==> src/rtl/cpu_pkg.sv <==
// Shared definitions for the CPU boot sequencer: FSM states, cpu_rst mode
// encodings and the default code-image size limit.
package cpu_pkg;

  typedef enum logic [2:0] {
    ST_IDLE,
    ST_HDR,
    ST_LOAD,
    ST_GAP,
    ST_RUN,
    ST_ERR
  } state_t;

  localparam logic [1:0] CPU_HOLD = 2'b00;
  localparam logic [1:0] CPU_LOAD = 2'b01;
  localparam logic [1:0] CPU_RUN  = 2'b11;

  localparam int unsigned MAX_WORDS_DEFAULT = 1024;

  // Width of the length header field and of the word counter.
  localparam int unsigned LEN_W = 11;

endpackage

==> src/rtl/cpu_boot_wdog.sv <==
// Run-time watchdog for the CPU boot sequencer. Counts cycles spent in RUN
// and flags expiry when WDOG_CYCLES-1 is reached without a CPU event.
module cpu_boot_wdog #(
  parameter int unsigned WDOG_CYCLES = 16777216
) (
  input  logic clk,
  input  logic rst,
  input  logic run,
  input  logic evt,
  output logic expire
);

  localparam int unsigned CW = (WDOG_CYCLES > 1) ? $clog2(WDOG_CYCLES) : 1;
  localparam logic [CW-1:0] LAST = CW'(WDOG_CYCLES - 1);

  logic [CW-1:0] cnt_q;

  assign expire = run && !evt && (cnt_q == LAST);

  // Counter runs only in RUN; an event, expiry or leaving RUN clears it.
  always_ff @(posedge clk) begin
    if (rst || !run || evt || expire) begin
      cnt_q <= '0;
    end else begin
      cnt_q <= cnt_q + CW'(1);
    end
  end

endmodule

==> src/rtl/cpu_boot_seq.sv <==
// CPU boot sequencer: accepts a length header plus a code image, streams it
// into the CPU code RAM over cpu_par with cpu_rst=01, then releases the CPU
// into RUN after a one-cycle hold so the program counter restarts at 0.
// Optional run-time watchdog enabled by defining CPU_BOOT_WDOG_EN.
module cpu_boot_seq
  import cpu_pkg::*;
#(
  parameter int unsigned MAX_WORDS   = MAX_WORDS_DEFAULT,
  parameter int unsigned WDOG_CYCLES = 16777216
) (
  input  logic        clk,
  input  logic        rst,
  input  logic        cmd_start,
  input  logic        cmd_halt,
  input  logic        in_valid,
  input  logic [15:0] in_data,
  output logic        in_ready,
  input  logic        cpu_evt,
  output logic [1:0]  cpu_rst,
  output logic [15:0] cpu_par,
  output logic        running,
  output logic        busy,
  output logic        err,
  output logic        wdog_trip
);

  localparam logic [LEN_W-1:0] MAX_LEN = LEN_W'(MAX_WORDS);

  state_t           state_q, state_d;
  logic [LEN_W-1:0] len_q, len_d;
  logic [LEN_W-1:0] cnt_q, cnt_d;
  logic [1:0]       rst_d;
  logic [15:0]      par_d;
  logic             rdy_d;
  logic             err_d;
  logic             trip_d;
  logic             accept;
  logic             wdog_expire;
  logic [LEN_W-1:0] hdr_len;

  assign accept  = in_valid && in_ready;
  assign hdr_len = in_data[LEN_W-1:0];

`ifdef CPU_BOOT_WDOG_EN
  cpu_boot_wdog #(
    .WDOG_CYCLES (WDOG_CYCLES)
  ) u_wdog (
    .clk    (clk),
    .rst    (rst),
    .run    (state_q == ST_RUN),
    .evt    (cpu_evt),
    .expire (wdog_expire)
  );
`else
  localparam int unsigned unused_wdog_cycles = WDOG_CYCLES;
  logic unused_evt;
  assign unused_evt  = cpu_evt;
  assign wdog_expire = 1'b0;
`endif

  // Next-state and next-output decode; outputs are registered from these.
  always_comb begin
    state_d = state_q;
    len_d   = len_q;
    cnt_d   = cnt_q;
    err_d   = err;
    rst_d   = CPU_HOLD;
    par_d   = '0;
    trip_d  = 1'b0;

    unique case (state_q)
      ST_IDLE: begin
        if (cmd_start) begin
          state_d = ST_HDR;
          err_d   = 1'b0;
        end
      end
      ST_HDR: begin
        if (accept) begin
          if (hdr_len == '0 || hdr_len > MAX_LEN) begin
            state_d = ST_ERR;
          end else begin
            len_d   = hdr_len;
            cnt_d   = '0;
            state_d = ST_LOAD;
          end
        end
      end
      ST_LOAD: begin
        if (cnt_q == len_q) begin
          state_d = ST_GAP;
        end else if (accept) begin
          rst_d = CPU_LOAD;
          par_d = in_data;
          cnt_d = cnt_q + LEN_W'(1);
        end else begin
          state_d = ST_ERR;
        end
      end
      ST_GAP: begin
        state_d = ST_RUN;
      end
      ST_RUN: begin
        if (cmd_start) begin
          state_d = ST_HDR;
        end else if (wdog_expire) begin
          state_d = ST_GAP;
          trip_d  = 1'b1;
        end
      end
      ST_ERR: begin
        if (cmd_start) begin
          state_d = ST_HDR;
          err_d   = 1'b0;
        end
      end
      default: begin
        state_d = ST_IDLE;
      end
    endcase

    if (cmd_halt) begin
      state_d = ST_IDLE;
      rst_d   = CPU_HOLD;
      par_d   = '0;
      trip_d  = 1'b0;
      err_d   = err;
    end

    if (state_d == ST_ERR) begin
      err_d = 1'b1;
    end
    if (state_d == ST_RUN) begin
      rst_d = CPU_RUN;
    end

    rdy_d = (state_d == ST_HDR) || ((state_d == ST_LOAD) && (cnt_d < len_d));
  end

  // State, counters and all outputs registered with synchronous reset.
  always_ff @(posedge clk) begin
    if (rst) begin
      state_q   <= ST_IDLE;
      len_q     <= '0;
      cnt_q     <= '0;
      cpu_rst   <= CPU_HOLD;
      cpu_par   <= '0;
      in_ready  <= 1'b0;
      busy      <= 1'b0;
      running   <= 1'b0;
      err       <= 1'b0;
      wdog_trip <= 1'b0;
    end else begin
      state_q   <= state_d;
      len_q     <= len_d;
      cnt_q     <= cnt_d;
      cpu_rst   <= rst_d;
      cpu_par   <= par_d;
      in_ready  <= rdy_d;
      busy      <= (state_d == ST_HDR) || (state_d == ST_LOAD) || (state_d == ST_GAP);
      running   <= (rst_d == CPU_RUN);
      err       <= err_d;
      wdog_trip <= trip_d;
    end
  end

endmodule

==> config.mk <==
export PLATFORM = sky130hd
export DESIGN_NAME = cpu_boot_seq
export DESIGN_NICKNAME = d
export VERILOG_FILES = /design/src/rtl/cpu_pkg.sv /design/src/rtl/cpu_boot_wdog.sv /design/src/rtl/cpu_boot_seq.sv
export SDC_FILE = /design/constraint.sdc
export NUM_CORES = 1
export LEC_CHECK = 0
export CELL_PAD_IN_SITES_DETAIL_PLACEMENT = 1
export CELL_PAD_IN_SITES_GLOBAL_PLACEMENT = 1
export CORE_MARGIN = 2
export CORE_UTILIZATION = 35
export DETAILED_ROUTE_END_ITERATION = 8
export GPL_ROUTABILITY_DRIVEN = 0
export PLACE_DENSITY_LB_ADDON = 0.1
export SETUP_SLACK_MARGIN = 0.15
export SYNTH_ARGS = -nofsm -noshare
export SYNTH_HDL_FRONTEND = slang
export SYNTH_SLANG_ARGS = --single-unit
==> constraint.sdc <==
create_clock -name clk -period 5.2 [get_ports clk]
set_clock_uncertainty 0.15 [all_clocks]
set_input_delay 1.04 -clock clk [delete_from_list [all_inputs] [get_ports clk]]
set_output_delay 1.04 -clock clk [all_outputs]
set_load 0.02 [all_outputs]
==> metrics.txt <==
P_sw 0.1530 mW; largest family of logic cells by synthesized area simple AND/OR/NAND/NOR gates; cell internal pwr around 0.47 mW; Reg2Reg Depth 15; area grow syn2layout 26.27%; final core occ between 40% and 50%; fin. max-slew vios 0; pin count of the biggest net entering global routing 30; Setup CP Type input port to flop; power share of the combinational group under 10%; share of power burned in the clock network between 30% and 40%; Synth top area share around two fifths; final wirelength 6240 um; Worst Setup End Kind flop; DRC Markers 0; Synth Area in Simple Gates between 20% and 30%; ys async rst share 0%; cts repair resizes 0; Hold Path Class flop to flop; Worst-path clk slew 90 ps; die area 7351 um2; First-pass DRT Iterations 6; Final setup viols 0; post-DR wirelength/cell 16.51 um; Iteration-0 DRC Markers 84; Clock Sinks 46; Seq cells post-synth 46; hold slack 322.5 ps; Arr. time, crit path 4830 ps; Switching Fraction 24.52%; DIE HEIGHT 85.74 um; vias per cell 5.347; crit path cell chain clkdlybuf4s50_1, nor4_4, a31oi_1, o31a_1, or2_2, o21ai_0, o31ai_1, ha_1, a21o_1, a21o_1, a211o_1, a21o_1, a21oi_1, nand4_1, o21ai_1; synthesized net count about 290; worst setup path startpoint in_data[6]; diode count 0; die width 85.74 um; PortBufs 42; mux contribution to synthesized area between 5 and 6%; Rel. slew slack between 50 and 60%; Post-Syn Instances 255; Most used DFF post-synth dfxtp_1; Unique masters post-synth 48; GRT Total Usage 18.33%; initial antenna violation count 0; yosys warns 0; Synth Area per Inst roughly 9.2 um2; setup bufs post-CTS 0; PD cells about 210 nW/um2; H-tree Lvls 2; cts-stage hold buffer count 0; Final nets 333; most frequent cell after synthesis dfxtp_1; Startpoint Class input port; leak pwr 1.124 nW; RSZ-0062 raised after global routing false; post-route minimum period approximately 4700 ps; leading area contributor after synthesis dfxtp_1; XOR/XNOR Fraction of Synth Area 4.494%; CTS Buf Count 5; crit path capture in_ready; Vias 2021; worst skew pair latency 300 ps; Critical Path Slowest Stage Cell clkdlybuf4s50_1; Final Hold Vio Count 0; HPWL after detailed placement about 5000 um; RR Endpoint in_ready; post-route ant nets 0; Post-Synth Adder-Cell Area 5.886%; worst IR drop on VDD roughly 0.1 mV; Initial Util 36.41%; Crit Path Max Fanout 6; max frequency 211.2 MHz; Max-cap violations 0; layout cells sized above 1 approximately a tenth; synth cell count leaders dfxtp_1 (46), nor2_1 (23), and2_1 (18); compound-gate portion of the synthesized area between 10% and 20%; sequential share of power 56.8%; Netlist Area Pre-Place about 2300 um2; sequential share of the synthesized area between 30% and 40%; max incr delay on CP 480 ps; final setup TNS 0 ps; CTS max path bufs 2; Worst-Margin Slew 601.4 ps; period utilization 91.05%; Post-synth EDFFs 0; grt ovf 0; reg2reg start cnt_q[3]; CP required about 5300 ps; Synth area leaders dfxtp_1 (39%), ha_1 (5.9%), and2_1 (4.8%); # IOs 45; R2R Setup Slk approximately 1400 ps; Placement Rows 29; Worst path most repeated cell a21o_1; Root Buffer Master clkbuf_8; CTS tree done; outcome completed; vias in the first global route 2043; Core Area 6422 um2; first-pass GRT wire length 10430 um
how the worst min path moves through the flow:
stage	from	endpoint	slack, ps	depth (start not counted)
global route	err	err	370	2
finish	err	err	320	2
floorplan	cnt_q[10]	cnt_q[10]	360	2
global placement	err	err	310	2
CTS	err	err	330	2
detailed placement	err	err	320	2
power by group through the flow:
stage	Clock, mW	Combinational (mW)	Sequential [mW]
2_1_floorplan	0	0.0176	0.364
3_3_place_gp	0	0.0453	0.363
3_5_place_dp	0	0.0456	0.363
4_1_cts	0.232	0.0459	0.355
5_1_grt	0.247	0.0499	0.355
6_report	0.224	0.0455	0.355
metal layers:
layer / track usage (%) / up-vias / routed length [um] / share of wire (%)
met2: 29.97 / 28 / 2988 / 48
li1: - / 1002 / - / -
met5: 0 / - / 0 / 0
met3: 3.657 / 8 / 183 / 2.9
met4: 6.494 / 0 / 116 / 1.9
met1: 24.05 / 983 / 2951 / 47
worst max-delay path: cells and delay by family:
family	cells	cell delay (ps)
AO/OA/AOI/OAI	10	2120
buffers and inverters	1	480
AND/OR/NAND/NOR	3	870
adder cells (fa/ha/maj)	1	310
placed cells by master (no fill, tap or decap), drive strengths merged, types with 2 or more instances in the layout:
cell type      instances
dfxtp                 46
clkdlybuf4s50         42
nor2                  23
and2                  18
nand2                 11
xnor2                 11
mux2i                 11
a21oi                 11
ha                    11
o21ai                 11
or2                    8
nor2b                  7
buf                    7
and3                   6
nor3                   6
nand4                  6
clkbuf                 6
a21o                   5
nor4                   5
a41oi                  4
o31ai                  4
a31oi                  4
nand3                  3
inv                    3
o21ba                  3
and4                   3
nand2b                 2
a21boi                 2
nand3b                 2
a211o                  2
o21a                   2
or3                    2
a211oi                 2
clkinv                 2
cell type report:
cell class | count | area, um2
Fill cell | 753 | 3470
Inverter | 3 | 11.26
Timing Repair Buffer | 49 | 473.0
Sequential cell | 46 | 920.9
Multi-Input combinational cell | 195 | 1365
Clock inverter | 2 | 13.76
Tap cell | 77 | 96.34
Clock buffer | 6 | 72.57
sequential cells by signal (all words and copies together), names as in the netlist:
name      flops
cpu_par      16
cnt_q        11
len_q        11
state_q       3
cpu_rst       2
busy          1
err           1
in_ready      1
stage by stage:
step	cells	power [mW]	instance area, um2	worst slack, ps
final	378	0.6241	2953	465.4
after global routing	378	0.6524	2953	251.8
after CTS	378	0.6322	2953	441.7
after detailed placement	370	0.4087	2867	139.7
after global placement	370	0.4084	2867	217.4
after floorplan	255	0.3813	2338	1238
logic make-up after synthesis:
family	after synthesis
compound gates	56
simple gates	103
mux	12
flops	46
xor+xnor	12
fa+ha+maj	11
other cells	1
buf+inv	14
(Power assumes the default switching activity.)
